<file path="src/rtl/bit_serial_adder_if.sv">
// Handshake and operand/result bundle for the bit-serial adder.
// The master side issues operands and a start request; the slave side
// reports busy/done and presents the held result.
interface bit_serial_adder_if #(
    parameter int WIDTH = 8
);
    logic             start;
    logic [WIDTH-1:0] a;
    logic [WIDTH-1:0] b;
    logic             cin;
    logic             busy;
    logic             done;
    logic [WIDTH-1:0] sum;
    logic             cout;

    modport master (
        output start, a, b, cin,
        input  busy, done, sum, cout
    );

    modport slave (
        input  start, a, b, cin,
        output busy, done, sum, cout
    );
endinterface

</file>
<file path="src/rtl/bit_serial_adder.sv">
// Bit-serial adder: one full-adder cell processes one operand bit per clock,
// LSB first, with its carry registered and fed back into the next bit.
// Latency is WIDTH cycles of SHIFT plus a one-cycle DONE pulse; the result
// and carry-out are held in output registers until the next completion.
module bit_serial_adder #(
    parameter int WIDTH = 8
) (
    input  logic              clk,
    input  logic              rst_n,
    bit_serial_adder_if.slave bus
);

    localparam int CW = $clog2(WIDTH);

    typedef enum logic [1:0] {
        ST_IDLE  = 2'd0,
        ST_SHIFT = 2'd1,
        ST_DONE  = 2'd2
    } state_t;

    state_t           state;
    state_t           state_next;

    logic [WIDTH-1:0] a_sr;
    logic [WIDTH-1:0] b_sr;
    logic [WIDTH-1:0] s_sr;
    logic             carry;
    logic [CW-1:0]    cnt;
    logic [WIDTH-1:0] sum_q;
    logic             cout_q;

    logic             fa_sum;
    logic             fa_carry;
    logic             last_bit;

    // Full-adder cell on the current LSBs and the fed-back carry.
    assign fa_sum   = a_sr[0] ^ b_sr[0] ^ carry;
    assign fa_carry = (a_sr[0] & b_sr[0]) | (a_sr[0] & carry) | (b_sr[0] & carry);
    assign last_bit = (cnt == CW'(WIDTH - 1));

    // State register.
    // NOTE: sequential state uses non-blocking assignments so every flop
    // samples the pre-edge values regardless of statement order.
    always_ff @(posedge clk or negedge rst_n) begin
        if (!rst_n) begin
            state <= ST_IDLE;
        end else begin
            state <= state_next;
        end
    end

    // Next-state logic: start only matters in IDLE, DONE lasts one cycle.
    // NOTE: the default assignment first keeps this block free of latches
    // on any path the case statement does not cover.
    always_comb begin
        state_next = state;
        case (state)
            ST_IDLE:  if (bus.start) state_next = ST_SHIFT;
            ST_SHIFT: if (last_bit)  state_next = ST_DONE;
            ST_DONE:  state_next = ST_IDLE;
            default:  state_next = ST_IDLE;
        endcase
    end

    // Serial datapath: capture operands on accept, shift one bit per SHIFT
    // edge, and publish sum/cout only on the final bit.
    always_ff @(posedge clk or negedge rst_n) begin
        if (!rst_n) begin
            a_sr   <= '0;
            b_sr   <= '0;
            s_sr   <= '0;
            carry  <= 1'b0;
            cnt    <= '0;
            sum_q  <= '0;
            cout_q <= 1'b0;
        end else begin
            case (state)
                ST_IDLE: begin
                    if (bus.start) begin
                        a_sr  <= bus.a;
                        b_sr  <= bus.b;
                        carry <= bus.cin;
                        cnt   <= '0;
                    end
                end
                ST_SHIFT: begin
                    a_sr  <= a_sr >> 1;
                    b_sr  <= b_sr >> 1;
                    s_sr  <= {fa_sum, s_sr[WIDTH-1:1]};
                    carry <= fa_carry;
                    cnt   <= cnt + 1'b1;
                    if (last_bit) begin
                        sum_q  <= {fa_sum, s_sr[WIDTH-1:1]};
                        cout_q <= fa_carry;
                    end
                end
                default: begin
                end
            endcase
        end
    end

    // Moore outputs decoded from the state, plus the held result registers.
    assign bus.busy = (state == ST_SHIFT);
    assign bus.done = (state == ST_DONE);
    assign bus.sum  = sum_q;
    assign bus.cout = cout_q;

endmodule

</file>
<file path="src/flat_wrapper.sv">
// flat-port wrapper written by rule: the top's interface ports become plain ports
module bit_serial_adder_flat 
#(
    parameter int WIDTH = 8
)
  (clk, rst_n, bus_start, bus_a, bus_b, bus_cin, bus_busy, bus_done, bus_sum, bus_cout);
  bit_serial_adder_if #(.WIDTH(WIDTH)) bus_i ();
  input  logic clk;
  input  logic rst_n;
  input wire logic [$bits(bus_i.start)-1:0] bus_start;
  input wire logic [$bits(bus_i.a)-1:0] bus_a;
  input wire logic [$bits(bus_i.b)-1:0] bus_b;
  input wire logic [$bits(bus_i.cin)-1:0] bus_cin;
  output wire logic [$bits(bus_i.busy)-1:0] bus_busy;
  output wire logic [$bits(bus_i.done)-1:0] bus_done;
  output wire logic [$bits(bus_i.sum)-1:0] bus_sum;
  output wire logic [$bits(bus_i.cout)-1:0] bus_cout;
  assign bus_i.start = bus_start;
  assign bus_i.a = bus_a;
  assign bus_i.b = bus_b;
  assign bus_i.cin = bus_cin;
  assign bus_busy = bus_i.busy;
  assign bus_done = bus_i.done;
  assign bus_sum = bus_i.sum;
  assign bus_cout = bus_i.cout;
  bit_serial_adder #(.WIDTH(WIDTH)) u_core (.clk(clk), .rst_n(rst_n), .bus(bus_i));
endmodule
</file>
<file path="config.mk">
export PLATFORM = sky130hd
export DESIGN_NAME = bit_serial_adder_flat
export DESIGN_NICKNAME = d
export VERILOG_FILES = /design/src/rtl/bit_serial_adder_if.sv /design/src/rtl/bit_serial_adder.sv /design/src/flat_wrapper.sv
export SDC_FILE = /design/constraint.sdc
export NUM_CORES = 1
export LEC_CHECK = 0
export CORE_MARGIN = 2
export CORE_UTILIZATION = 46
export DETAILED_ROUTE_END_ITERATION = 8
export PLACE_DENSITY = 0.74
export REMOVE_ABC_BUFFERS = 1
export SYNTH_ARGS = -nofsm -noshare
export SYNTH_HDL_FRONTEND = slang
export SYNTH_SLANG_ARGS = --single-unit
</file>
<file path="constraint.sdc">
create_clock -name clk -period 1.2 [get_ports clk]
set_input_delay 0.12 -clock clk [delete_from_list [all_inputs] [get_ports clk]]
set_output_delay 0.12 -clock clk [all_outputs]
set_load 0.01 [all_outputs]
</file>
== Word-level counts from Yosys, hierarchy flattened ==
Cells that the tools add are included.

* Bits in registers: 39
* Bits of input ports: 20
* Output and inout port bits: 11
* Word-level logic and storage cells: 37

* Add/subtract/negate cells: 1
* Eq/ne operators: 5
* Multiplexer cells: 11
* Bitwise logic cells: 7
* Reductions and logical operators: 5

{| class="wikitable"
|+ Operator list
! cell !! count
|-
| 8-bit case mux with 2 select lines || 2
|-
| 8-bit 2-to-1 mux || 2
|-
| 3-bit case mux with 2 select lines || 1
|-
| 2-bit AND reduction || 3
|-
| 2-bit 2-to-1 mux || 2
|-
| 2-bit case mux with 2 select lines || 1
|-
| 3-bit by 1-bit adder with 3-bit output, second input constant || 1
|-
| 1-bit bitwise AND || 3
|-
| 3-bit == test, second input constant || 1
|-
| 3-bit 2-to-1 mux || 1
|-
| 2-bit by 1-bit == test with 1-bit output, second input constant || 1
|-
| 2-bit == test, second input constant || 1
|-
| 2-bit logical NOT || 1
|-
| 2-bit by 1-bit inequality test with 1-bit output, second input constant || 1
|-
| 2-bit inequality test, second input constant || 1
|-
| 1-bit bitwise OR || 2
|-
| 1-bit case mux with 2 select lines || 1
|-
| 2-bit nonzero test || 1
|-
| 1-bit XOR || 2
|-
| 1-bit 2-to-1 mux || 1
|}

== Longest topological paths before layout ==
Gate-level depths: netlist of the first run.

* Depth after elaboration: 4
* Mapped depth: 7
* Depth with buffers taken out: 5

== Worst setup path after synthesis of the first run ==
Ideal clock, no wire load.

* Path kind: register to register
* Start: register u_core.cnt[0]
* End: register u_core.cout_q, in the netlist u_core.bus.cout
* Library setup time: 0.125 ns
* Data arrival time: 1.224 ns
* Data required time: 1.075 ns
* Slack: -0.149 ns
* Cell stages (with the launch flop): 5
* Path buffers: 0
* Period minus slack after synthesis: 1.349 ns
* Cells stage by stage: dfrtp_1 ha_1 ha_1 nand2_8 mux2_4

* Longest elaborated chain between the ends: 2

{| class="wikitable"
|+ Ends and longest elaborated chain
! element !! RTL line !! RTL
|-
| from (decl) || bit_serial_adder.sv:28 || <nowiki>logic [CW-1:0] cnt;</nowiki>
|-
| from (signal assigned) || bit_serial_adder.sv:91 || <nowiki>cnt <= cnt + 1'b1;</nowiki>
|-
| 3-bit == test || bit_serial_adder.sv:39 || <nowiki>assign last_bit = (cnt == CW'(WIDTH - 1));</nowiki>
|-
| 2-bit AND reduction (no line) || - ||
|-
| to (signal assigned) || bit_serial_adder.sv:94 || <nowiki>cout_q <= fa_carry;</nowiki>
|-
| to (decl) || bit_serial_adder.sv:30 || <nowiki>logic cout_q;</nowiki>
|}

Every way passes these cells.
A chain may end at the register's enable or synchronous reset.

== Final worst setup path of the first run ==
* Start: register u_core.a_sr[0]
* End: register u_core.sum_q[7], in the netlist u_core.bus.sum[7]

* Longest elaborated chain between the ends: 2

{| class="wikitable"
|+ Ends and longest elaborated chain
! element !! RTL line !! RTL
|-
| from (decl) || bit_serial_adder.sv:24 || <nowiki>logic [WIDTH-1:0] a_sr;</nowiki>
|-
| from (signal assigned) || bit_serial_adder.sv:80 || <nowiki>a_sr <= bus.a;</nowiki>
|-
| from (signal assigned) || bit_serial_adder.sv:87 || <nowiki>a_sr <= a_sr >> 1;</nowiki>
|-
| 1-bit XOR (2 in series) || bit_serial_adder.sv:37 || <nowiki>assign fa_sum = a_sr[0] ^ b_sr[0] ^ carry;</nowiki>
|-
| named net u_core.fa_sum || bit_serial_adder.sv:32 || <nowiki>logic fa_sum;</nowiki>
|-
| to (signal assigned) || bit_serial_adder.sv:93 || <nowiki>sum_q <= {fa_sum, s_sr[WIDTH-1:1]};</nowiki>
|-
| to (decl) || bit_serial_adder.sv:29 || <nowiki>logic [WIDTH-1:0] sum_q;</nowiki>
|}

The timed path passes the listed nets, and every way through them passes these cells.

==> results of run 1 <==
## cell usage in the layout, fill, tap and decap left out, types with 3 or more instances in the layout
cell,instances
buf_6,5
nor3_1,8
o22ai_1,15
o32ai_2,8
clkbuf_8,6
nor2_1,13
buf_4,13
dfrtp_1,37
nor3_2,4
o21ai_0,4
mux2_4,9
clkdlybuf4s50_1,19
o32ai_4,3
dlygate4sd2_1,9
buf_8,3
nand2_1,24
## routing by layer
metal | GRT usage (%) | routed length [um]
met1 | 24.10 | 1755
met2 | 35.46 | 2304
met4 | 4.688 | 22
met3 | 6.336 | 242
met5 | 0 | 0
## Yosys cell counts
library cell,count,area [um^2]
buf_4,3,22.52
nand2b_4,1,13.76
nand2b_1,1,6.260
inv_6,1,8.760
inv_1,2,7.510
dfrtp_1,38,950.9
nor3_1,12,60.06
buf_2,5,25.02
o22ai_1,15,93.84
nor2_1,14,52.55
o32ai_1,11,96.34
nand2_1,24,90.09
ha_1,2,25.02
a22o_1,2,17.52
fa_1,1,20.02
clkinv_1,1,3.750
nand2_8,1,20.02
and2b_1,1,7.510
mux2i_1,1,10.01
buf_6,3,33.78
mux2_4,9,135.1
o21ai_0,6,30.03
or2_2,1,6.260
## path summary, 6_finish.rpt
| path | depth (start not counted) | endpoint | slack [ns] |
|---|---|---|---|
| max | 2 | u_core.bus.sum[7] | -0.12 |
| min | 2 | u_core.cnt[1] | 0.21 |
| max reg2reg | 2 | u_core.bus.sum[7] | -0.12 |
| min reg2reg | 2 | u_core.s_sr[1] | 0.49 |
| max in group asynchronous | 2 | u_core.state[0] | 0.80 |
| min in group clk | 3 | u_core.b_sr[7] | 0.38 |
## sequential cells by signal, indices dropped and copies added (netlist names)
register / count
u_core.cnt: 3
u_core.s_sr: 7
u_core.a_sr: 8
u_core.state: 2
u_core.bus.sum: 8
u_core.bus.cout: 1
u_core.carry: 1
u_core.b_sr: 8
## cell type report
| cell class | count | area [um^2] | area share (%) |
|---|---|---|---|
| multi-input cells | 104 | 874.6 | 34.76 |
| clock buffers | 7 | 86.33 | 3.431 |
| inverters | 4 | 25.02 | 0.9945 |
| clock inverters | 1 | 5.005 | 0.1989 |
| flip-flops and latches | 38 | 952.2 | 37.84 |
| well taps | 48 | 60.06 | 2.387 |
| repair buffers | 52 | 513.0 | 20.39 |
## cells by family after synthesis
kind of cell	Yosys count	synth area share (%)
DFF	38	54.75
and+or+nand+nor	55	14.77
muxes	10	8.357
buffers and inverters	15	5.835
AOI/OAI and AO/OA	34	13.69
adders and majority gates	3	2.593
## through the flow
step / std cells / hold WS [ns] / TNS, ns / utilization [%]
after floorplan: 144 / -0.1756 / -8.132 / -
after global placement: 238 / 0.4715 / -3.041 / 59.13
after detailed placement: 238 / 0.4817 / -3.816 / 59.13
after CTS: 251 / 0.2077 / -0.9530 / 65.91
after global routing: 254 / 0.2116 / -2.476 / 69.25
final: 254 / 0.2076 / -1.521 / 69.25
## critical path, stage by stage, from the launching register on
cell and delay [ns]:
dfrtp_1 0.40, fa_1 0.52, mux2_4 0.28
## where the power goes
part / internal [mW] / switching [mW]
registers: 1.88 / 0.488
logic: 1.53 / 1.36
clock network: 0.463 / 0.433
## what timing repair did
item                       4_1_cts  5_1_grt
resized for setup               43       21
setup endpoints to repair       38       31
hold buffers                     0        0
cloned                           2        1
pin swaps                        6       13
buffers inserted                 4        2
==> metrics.yaml, run 1 <==
die_x_um: 65.45
drt_first_pass_iters: 4
numCtsBuffers: 5
place_congestion: 0.7903
clockBufferDepth: 2
ant_nets: 0
initial_core_util_pct: 47.80
power_density_nw_per_um2: 2449
setup_ws_ns: -0.1183
cp_max_fo: 2
dpl_cell_area_um2: 2148
power_mw: 6.162
drive_above_1_share_pct: 33.01
die_h_um: 65.45
setup_violations: 24
nets: 228
vias: 1442
grt_setup_unrepaired: "yes"
diodes: 0
finalCriticalPeriod_ns: 1.318
drt-total-wl_um: 4325
fin_crit_sh_pct: 109.9
die_area_um2: 4283
cp-end-kind: "flop"
grt_usage_pct: 20.18
yosys_warnings: 0
finClkSkew_ns: 0.005373
rr_startpoint: "u_core.a_sr[0]"
avgSynthCellArea_um2: 11.20
grt_pass1_wl_um: 6555
synth_cell_types: 23
place_ws_ns: -0.2161
finalMaxSlewViolations: 0
yosysSeqAreaShare_pct: 54.76
htreeDepth: 2
syn_to_final_growth_pct: 44.88
gr-total-overflow: 0
cp.arrival_ns: 1.50
antenna_found_initial: 0
cts_tree: "yes"
criticalPathCategory: "reg -> reg"
clock-root-buffer: "clkbuf_8"
clk_latency_ns: 0.29
rows: 22
p_leak_nw: 1.106
clock.fmax_mhz: 758.6
irDropWorstVdd_mv: 1.363
cp-start-kind: "flop"
violations: "negative setup slack"
portBuffers: 30
synthCells: 155
final.fill_count: 279
hp-class: "in -> async"
slew_headroom_pct: 79.09
grt_max_degree: 39
grt_pass1_vias: 1426
cp.required_ns: 1.38
route.detailed.drc: 0
core_um2: 3633
io-pin-count: 31
wl_per_cell_um: 17.03
maxCapViolCount: 0
drtIter0Drc: 67
design_area_um2: 2516
synth_area_um2: 1737
tightest_slew_ns: 0.3127
outcome: "finished, violations left"
dp_hpwl_um: 2365
vias_per_cell: 5.677
startpoint: "u_core.a_sr[0]"
ys_ff_latch: 38
clkSinkCount: 38
hold_viol: 0
cts.clk_slew.worst_paths_ns: 0.07
No activity file was read; power rests on OpenSTA's default activity.
==> inputs of run 2 (changes only) <==
--- a/config.mk
+++ b/config.mk
@@ -8,6 +8,7 @@
 export CORE_MARGIN = 2
 export CORE_UTILIZATION = 46
 export DETAILED_ROUTE_END_ITERATION = 8
+export GPL_TIMING_DRIVEN = 0
 export PLACE_DENSITY = 0.74
 export REMOVE_ABC_BUFFERS = 1
 export SYNTH_ARGS = -nofsm -noshare
==> run 2 against run 1 <==
Effect of this change:
- the run still ends with negative setup slack left
- sequential share of layout area decreased by 2.2 points
- clock power increased by 1%
- first-iteration DRC count rose by 22%
- cell count up 1.2%
- wire length rose by 5.9%
- hold slack gained 0.16 ns
- register-to-register slack got worse by 0.04 ns
- critical endpoint is now u_core.bus.sum[6]
- largest cell class unchanged
==> metrics.yaml, run 2 (synthesized netlist as in run 1, its figures left out) <==
final_common_cell: "dfrtp_1"
grt_setup_unrepaired: "yes"
cts_tree: "yes"
clock.fmax_mhz: 738.0  # -2.7%
initial_core_util_pct: 47.80  # unchanged
power_mw: 6.564  # +6.5%
finalMaxSlewViolations: 0  # unchanged
crit_chain: "ha_2, ha_4, nand2_8, buf_8, mux2_4"
die_h_um: 65.45  # unchanged
cp.arrival_ns: 1.54  # +0.04 ns
grt_max_degree: 39  # unchanged
htreeDepth: 2  # unchanged
cp-start-kind: "flop"
final.fill_count: 255  # -8.6%
numCtsBuffers: 5  # unchanged
drt-total-wl_um: 4579  # +5.9%
worst-r2r-setup-slack_ns: -0.15  # -0.04 ns
vias_per_cell: 5.634  # -0.76%
vias: 1448  # +0.42%
clkSinkCount: 38  # unchanged
cp.required_ns: 1.38  # about the same
portBuffers: 30  # unchanged
final_cell_mix: "dfrtp_1, nand2_1, clkdlybuf4s50_1"
hold_viol: 0  # unchanged
crit_buf_inv: 1  # +1
setup_ws_ns: -0.1550  # -0.03668 ns
cp_slowest_stage_delay_ns: 0.39  # -0.13 ns
violations: "negative setup slack"
critPathSlowestCell: "dfrtp_1"
cts.clk_slew.worst_paths_ns: 0.07  # about the same
tightest_slew_ns: 0.6519  # +0.3392 ns
fin_crit_sh_pct: 112.9  # +3.1 points
cp-end-kind: "flop"
setup_violations: 25  # +4.2%
drt_first_pass_iters: 4  # unchanged
drive_above_1_share_pct: 39.23  # +6.2 points
gr-total-overflow: 0  # unchanged
top_layer: "met4"
dp_hpwl_um: 2135  # -9.8%
power_density_nw_per_um2: 2445  # -0.17%
die_x_um: 65.45  # unchanged
irDropWorstVdd_mv: 1.244  # -8.8%
ant_nets: 0  # unchanged
wl_per_cell_um: 17.82  # +4.6%
routed-wl-met2_um: 2413  # +4.7%
grt_pass1_wl_um: 7017  # +7.0%
syn_to_final_growth_pct: 54.61
drtIter0Drc: 82  # +22%
nets: 231  # +1.3%
rows: 22  # unchanged
finClkSkew_ns: 0.003705  # -0.001667 ns
criticalPathCategory: "reg -> reg"
grt_usage_pct: 22.14  # +2.0 points
wl_met1_um: 1870  # +6.6%
grt_pass1_vias: 1399  # -1.9%
route.detailed.drc: 0  # unchanged
met3WireLength_um: 230  # -5.0%
antenna_found_initial: 0  # unchanged
clk_latency_ns: 0.29  # about the same
diodes: 0  # unchanged
io-pin-count: 31  # unchanged
slew_headroom_pct: 56.54  # -23 points
hp-class: "in -> async"
final_cells: 257  # +1.2%
finalCriticalPeriod_ns: 1.355  # +0.03668 ns
clock-root-buffer: "clkbuf_8"
core_um2: 3633  # unchanged
cp_max_fo: 5  # +3
outcome: "finished, violations left"
clockBufferDepth: 2  # unchanged
place_congestion: 0.7909  # about the same
maxCapViolCount: 0  # unchanged
die_area_um2: 4283  # unchanged
placed_cells: 222  # -6.7%
critPathTopFamily: "flip-flops"
p_leak_nw: 1.175  # +6.2%
[run 2: cell types whose count changed in the layout (fill, tap and decap cells not counted), sizes merged]
| cell | change |
|---|---|
| dlygate4sd2 | +1 |
| nand2 | -1 |
| clkdlybuf4s50 | -2 |
| nand2b | +3 |
| buf | -2 |
| clkinvlp | +1 |
| dlygate4sd3 | +1 |
| clkbuf | +2 |
[run 2: worst reg2reg max path: cells and delay by family (launching register included)]
| family | cells | cell delay (ns) |
|---|---|---|
| adders and majority gates | 2 | 0.38 |
| buffers and inverters | 1 | 0.12 |
| DFF | 1 | 0.39 |
| muxes | 1 | 0.29 |
| and+or+nand+nor | 1 | 0.06 |
[run 2: timing repair]
item	CTS	global route
resized for setup	59	32
buffers inserted	17	2
hold endpoints to repair	38	0
pin swaps	28	10
gates cloned	4	3
hold buffers	1	0
endpoints found under the setup margin	49	35
[run 2: per-stage QoR]
stage | hold WS, ns | cell area (um^2) | util, % | setup slack [ns] | TNS [ns]
2_1_floorplan | -0.1756 | 1655 | - | -0.4645 | -8.132
3_3_place_gp | 0.4613 | 2016 | 55.48 | -0.8774 | -50.59
3_5_place_dp | 0.2716 | 2011 | 55.34 | -0.8952 | -20.70
4_1_cts | 0.3838 | 2460 | 67.70 | -0.1740 | -1.809
5_1_grt | 0.4083 | 2685 | 73.90 | -0.1885 | -3.048
6_report | 0.3657 | 2685 | 73.90 | -0.1550 | -2.228
[run 2: layout make-up]
type                    count  area, um^2  area share (%)
clock buffers               6       82.58           3.075
clock inverters             2       12.51          0.4660
inverters                   4       30.03           1.118
multi-input cells         106       952.2           35.46
flip-flops and latches     38       955.9           35.60
well taps                  48       60.06           2.237
repair buffers             53       591.8           22.04
[run 2: layer usage]
metal  GRT usage, %  up-vias
met5              0        -
met4          8.073        0
met3          5.479        9
met2          38.01       55
met1          26.94      718
li1               -      666
[run 2: worst paths after layout]
check / to / startpoint / cells past startpoint
setup / recovery: u_core.bus.sum[6] / u_core.cnt[0] / 5
hold / removal: u_core.bus.sum[1] / rst_n / 2
setup reg to reg: u_core.bus.sum[6] / u_core.cnt[0] / 5
hold reg to reg: u_core.s_sr[1] / u_core.s_sr[1] / 2
max in group asynchronous: u_core.state[0] / rst_n / 2
min in group clk: u_core.b_sr[7] / bus_b[7] / 3
[run 2: power breakdown]
group | leakage, nW | switching, mW | internal, mW
Combinational | 0.668 | 1.45 | 1.79
Clock | 0.0472 | 0.446 | 0.461
Sequential | 0.459 | 0.532 | 1.89
Total | 1.17 | 2.43 | 4.14
==> inputs of run 3 (changes only) <==
--- a/config.mk
+++ b/config.mk
@@ -6,10 +6,11 @@
 export NUM_CORES = 1
 export LEC_CHECK = 0
 export CORE_MARGIN = 2
-export CORE_UTILIZATION = 46
+export CORE_UTILIZATION = 49
+export CTS_BUF_LIST = sky130_fd_sc_hd__clkbuf_4 sky130_fd_sc_hd__clkbuf_8
 export DETAILED_ROUTE_END_ITERATION = 8
 export GPL_TIMING_DRIVEN = 0
-export PLACE_DENSITY = 0.74
+export PLACE_DENSITY = 0.78
 export REMOVE_ABC_BUFFERS = 1
 export SYNTH_ARGS = -nofsm -noshare
 export SYNTH_HDL_FRONTEND = slang
==> run 3 against run 2 <==
Effect of this change:
- the run still ends with negative setup slack left
- highest routed layer unchanged
- cell count up 1.9%
- critical path depth shrank 3
- core utilization grew 5.0 points
- largest power group unchanged
- design area decreased by 1.2%
- sequential power barely moved
- critical endpoint is now u_core.bus.sum[7]
- first-iteration DRC count increased by 73%
- register-to-register slack got worse by 0.06 ns
- clock-buffer cell count is 1 higher
- via count grew 5.6%
- sequential share of layout area grew 0.44 points
- hold slack lost 0.082 ns
==> metrics.yaml, run 3 (synthesized netlist as in run 1, its figures left out) <==
critPathSlowestCell: "fa_1"
outcome: "finished, violations left"
io-pin-count: 31  # unchanged
drt_first_pass_iters: 4  # unchanged
clock-root-buffer: "clkbuf_4"
place_congestion: 0.7905  # about the same
setup_violations: 31  # +24%
switching_share_pct: 39.73  # +2.8 points
maxCapViolCount: 0  # unchanged
ant_nets: 0  # unchanged
final_cell_mix: "dfrtp_1, nand2_1, clkdlybuf4s50_1"
rows: 21  # -4.5%
drt-total-wl_um: 5278  # +15%
power.switching_mw: 2.636  # +8.6%
vias_per_cell: 5.836  # +3.6%
grt_pass1_wl_um: 7776  # +11%
initial_core_util_pct: 51.64  # +3.8 points
grt_setup_unrepaired: "yes"
dp_hpwl_um: 2284  # +7.0%
wl_met1_um: 1918  # +2.6%
slew_headroom_pct: 58.68  # +2.1 points
drive_above_1_share_pct: 41.20  # +2.0 points
die_h_um: 63.54  # -2.9%
crit_chain: "fa_1, mux2_4"
p_clk_share_pct: 11.2  # -2.6 points
finalMaxSlewViolations: 0  # unchanged
cp-start-kind: "flop"
irDropWorstVdd_mv: 1.315  # +5.7%
reg2reg_to: "u_core.bus.sum[7]"
cp_slowest_stage_delay_ns: 0.55  # +0.16 ns
grt_usage_pct: 25.55  # +3.4 points
routed-wl-met2_um: 2894  # +20%
finalCriticalPeriod_ns: 1.414  # +0.05876 ns
nets: 238  # +3.0%
rr_startpoint: "u_core.b_sr[0]"
regArea_um2: 955.9  # unchanged
route.detailed.drc: 0  # unchanged
r2r_cells: 2  # -3
drtIter0Drc: 142  # +73%
internal_power_mw: 3.998  # -3.4%
syn_to_final_growth_pct: 52.74
clock.fmax_mhz: 707.4  # -4.2%
final_common_cell: "dfrtp_1"
final.fill_count: 220  # -14%
criticalPathCategory: "reg -> reg"
clockBufferDepth: 2  # unchanged
diodes: 0  # unchanged
gr-total-overflow: 0  # unchanged
dpl_cell_area_um2: 2008  # -0.12%
fin_crit_sh_pct: 117.8  # +4.9 points
die_x_um: 63.54  # -2.9%
seqPwrFrac_pct: 37.0  # +0.2 points
numCtsBuffers: 5  # unchanged
finClkSkew_ns: 0.009651  # +0.005946 ns
setup_ws_ns: -0.2137  # -0.05876 ns
htreeDepth: 2  # unchanged
p_leak_nw: 1.185  # +0.85%
vias: 1529  # +5.6%
antenna_found_initial: 0  # unchanged
die_area_um2: 4037  # -5.8%
cp.required_ns: 1.46  # +0.08 ns
place_ws_ns: -0.9167  # -0.02152 ns
grt_pass1_vias: 1591  # +14%
portBuffers: 30  # unchanged
tightest_slew_ns: 0.6188  # -0.03310 ns
top_layer: "met4"
cp_max_fo: 3  # -2
violations: "negative setup slack"
cp-end-kind: "flop"
power_mw: 6.634  # +1.1%
cp.arrival_ns: 1.67  # +0.13 ns
multiInputGateArea_um2: 962.2  # +1.1%
power_density_nw_per_um2: 2501  # +2.3%
clk_latency_ns: 0.36  # +0.07 ns
finalSetupTns_ns: -2.974  # -0.7458 ns
hold_viol: 0  # unchanged
combPwrFrac_pct: 51.8  # +2.5 points
core_um2: 3363  # -7.4%
grt_max_degree: 39  # unchanged
cts_tree: "yes"
hp-class: "in -> async"
worst-r2r-setup-slack_ns: -0.21  # -0.06 ns
wl_per_cell_um: 20.15  # +13%
design_area_um2: 2653  # -1.2%
met3WireLength_um: 257  # +12%
clkSinkCount: 38  # unchanged
cts.clk_slew.worst_paths_ns: 0.11  # +0.04 ns
[run 3: worst max path at each step]
stage,from,slack [ns],end
detailed placement,u_core.state[0],-0.92,bus_busy
floorplan,u_core.state[0],-0.46,u_core.bus.cout
CTS,u_core.state[0],-0.17,bus_done
global placement,u_core.state[0],-0.88,bus_busy
finish,u_core.b_sr[0],-0.21,u_core.bus.sum[7]
global route,u_core.carry,-0.21,u_core.bus.sum[7]
[run 3: cell type report]
cell class	count	area share (%)
repair buffers	59	22.08
clock inverters	1	0.1887
inverters	4	1.038
flip-flops and latches	38	36.04
well taps	46	2.170
multi-input cells	107	36.27
clock buffers	7	2.217
[run 3: power groups by stage]
stage / clock network, mW / registers [mW] / logic, mW
6_report: 0.742 / 2.45 / 3.44
5_1_grt: 0.811 / 2.51 / 3.65
4_1_cts: 0.739 / 2.35 / 2.92
3_5_place_dp: 0 / 2.42 / 2.04
3_3_place_gp: 0 / 2.36 / 1.94
2_1_floorplan: 0 / 2.34 / 1.31
[run 3: critical path, delay by kind of cell, from the launching register on]
kind       cells  cell delay, ns
fa+ha+maj      1            0.55
flops          1            0.46
mux            1            0.30
[run 3: what timing repair did]
action | 4_1_cts | 5_1_grt
endpoints found under the hold margin | 38 | 0
buffers inserted | 21 | 8
gates cloned | 6 | 0
hold buffers | 1 | 0
gates resized for setup | 57 | 30
pin swaps | 32 | 19
endpoints found under the setup margin | 49 | 45
[run 3: per-layer routing]
metal | vias to the layer above | track usage (%)
met5 | - | 0
met4 | 0 | 12.23
met3 | 18 | 4.464
met2 | 73 | 46.32
met1 | 757 | 28.81
li1 | 681 | -
[run 3: through the flow]
| stage | std cells | hold WS, ns | util (%) |
|---|---|---|---|
| global route | 262 | 0.3223 | 78.87 |
| detailed placement | 220 | 0.2557 | 59.71 |
| floorplan | 144 | -0.1756 | - |
| finish | 262 | 0.2839 | 78.87 |
| CTS | 256 | 0.3052 | 73.70 |
| global placement | 220 | 0.4599 | 59.86 |
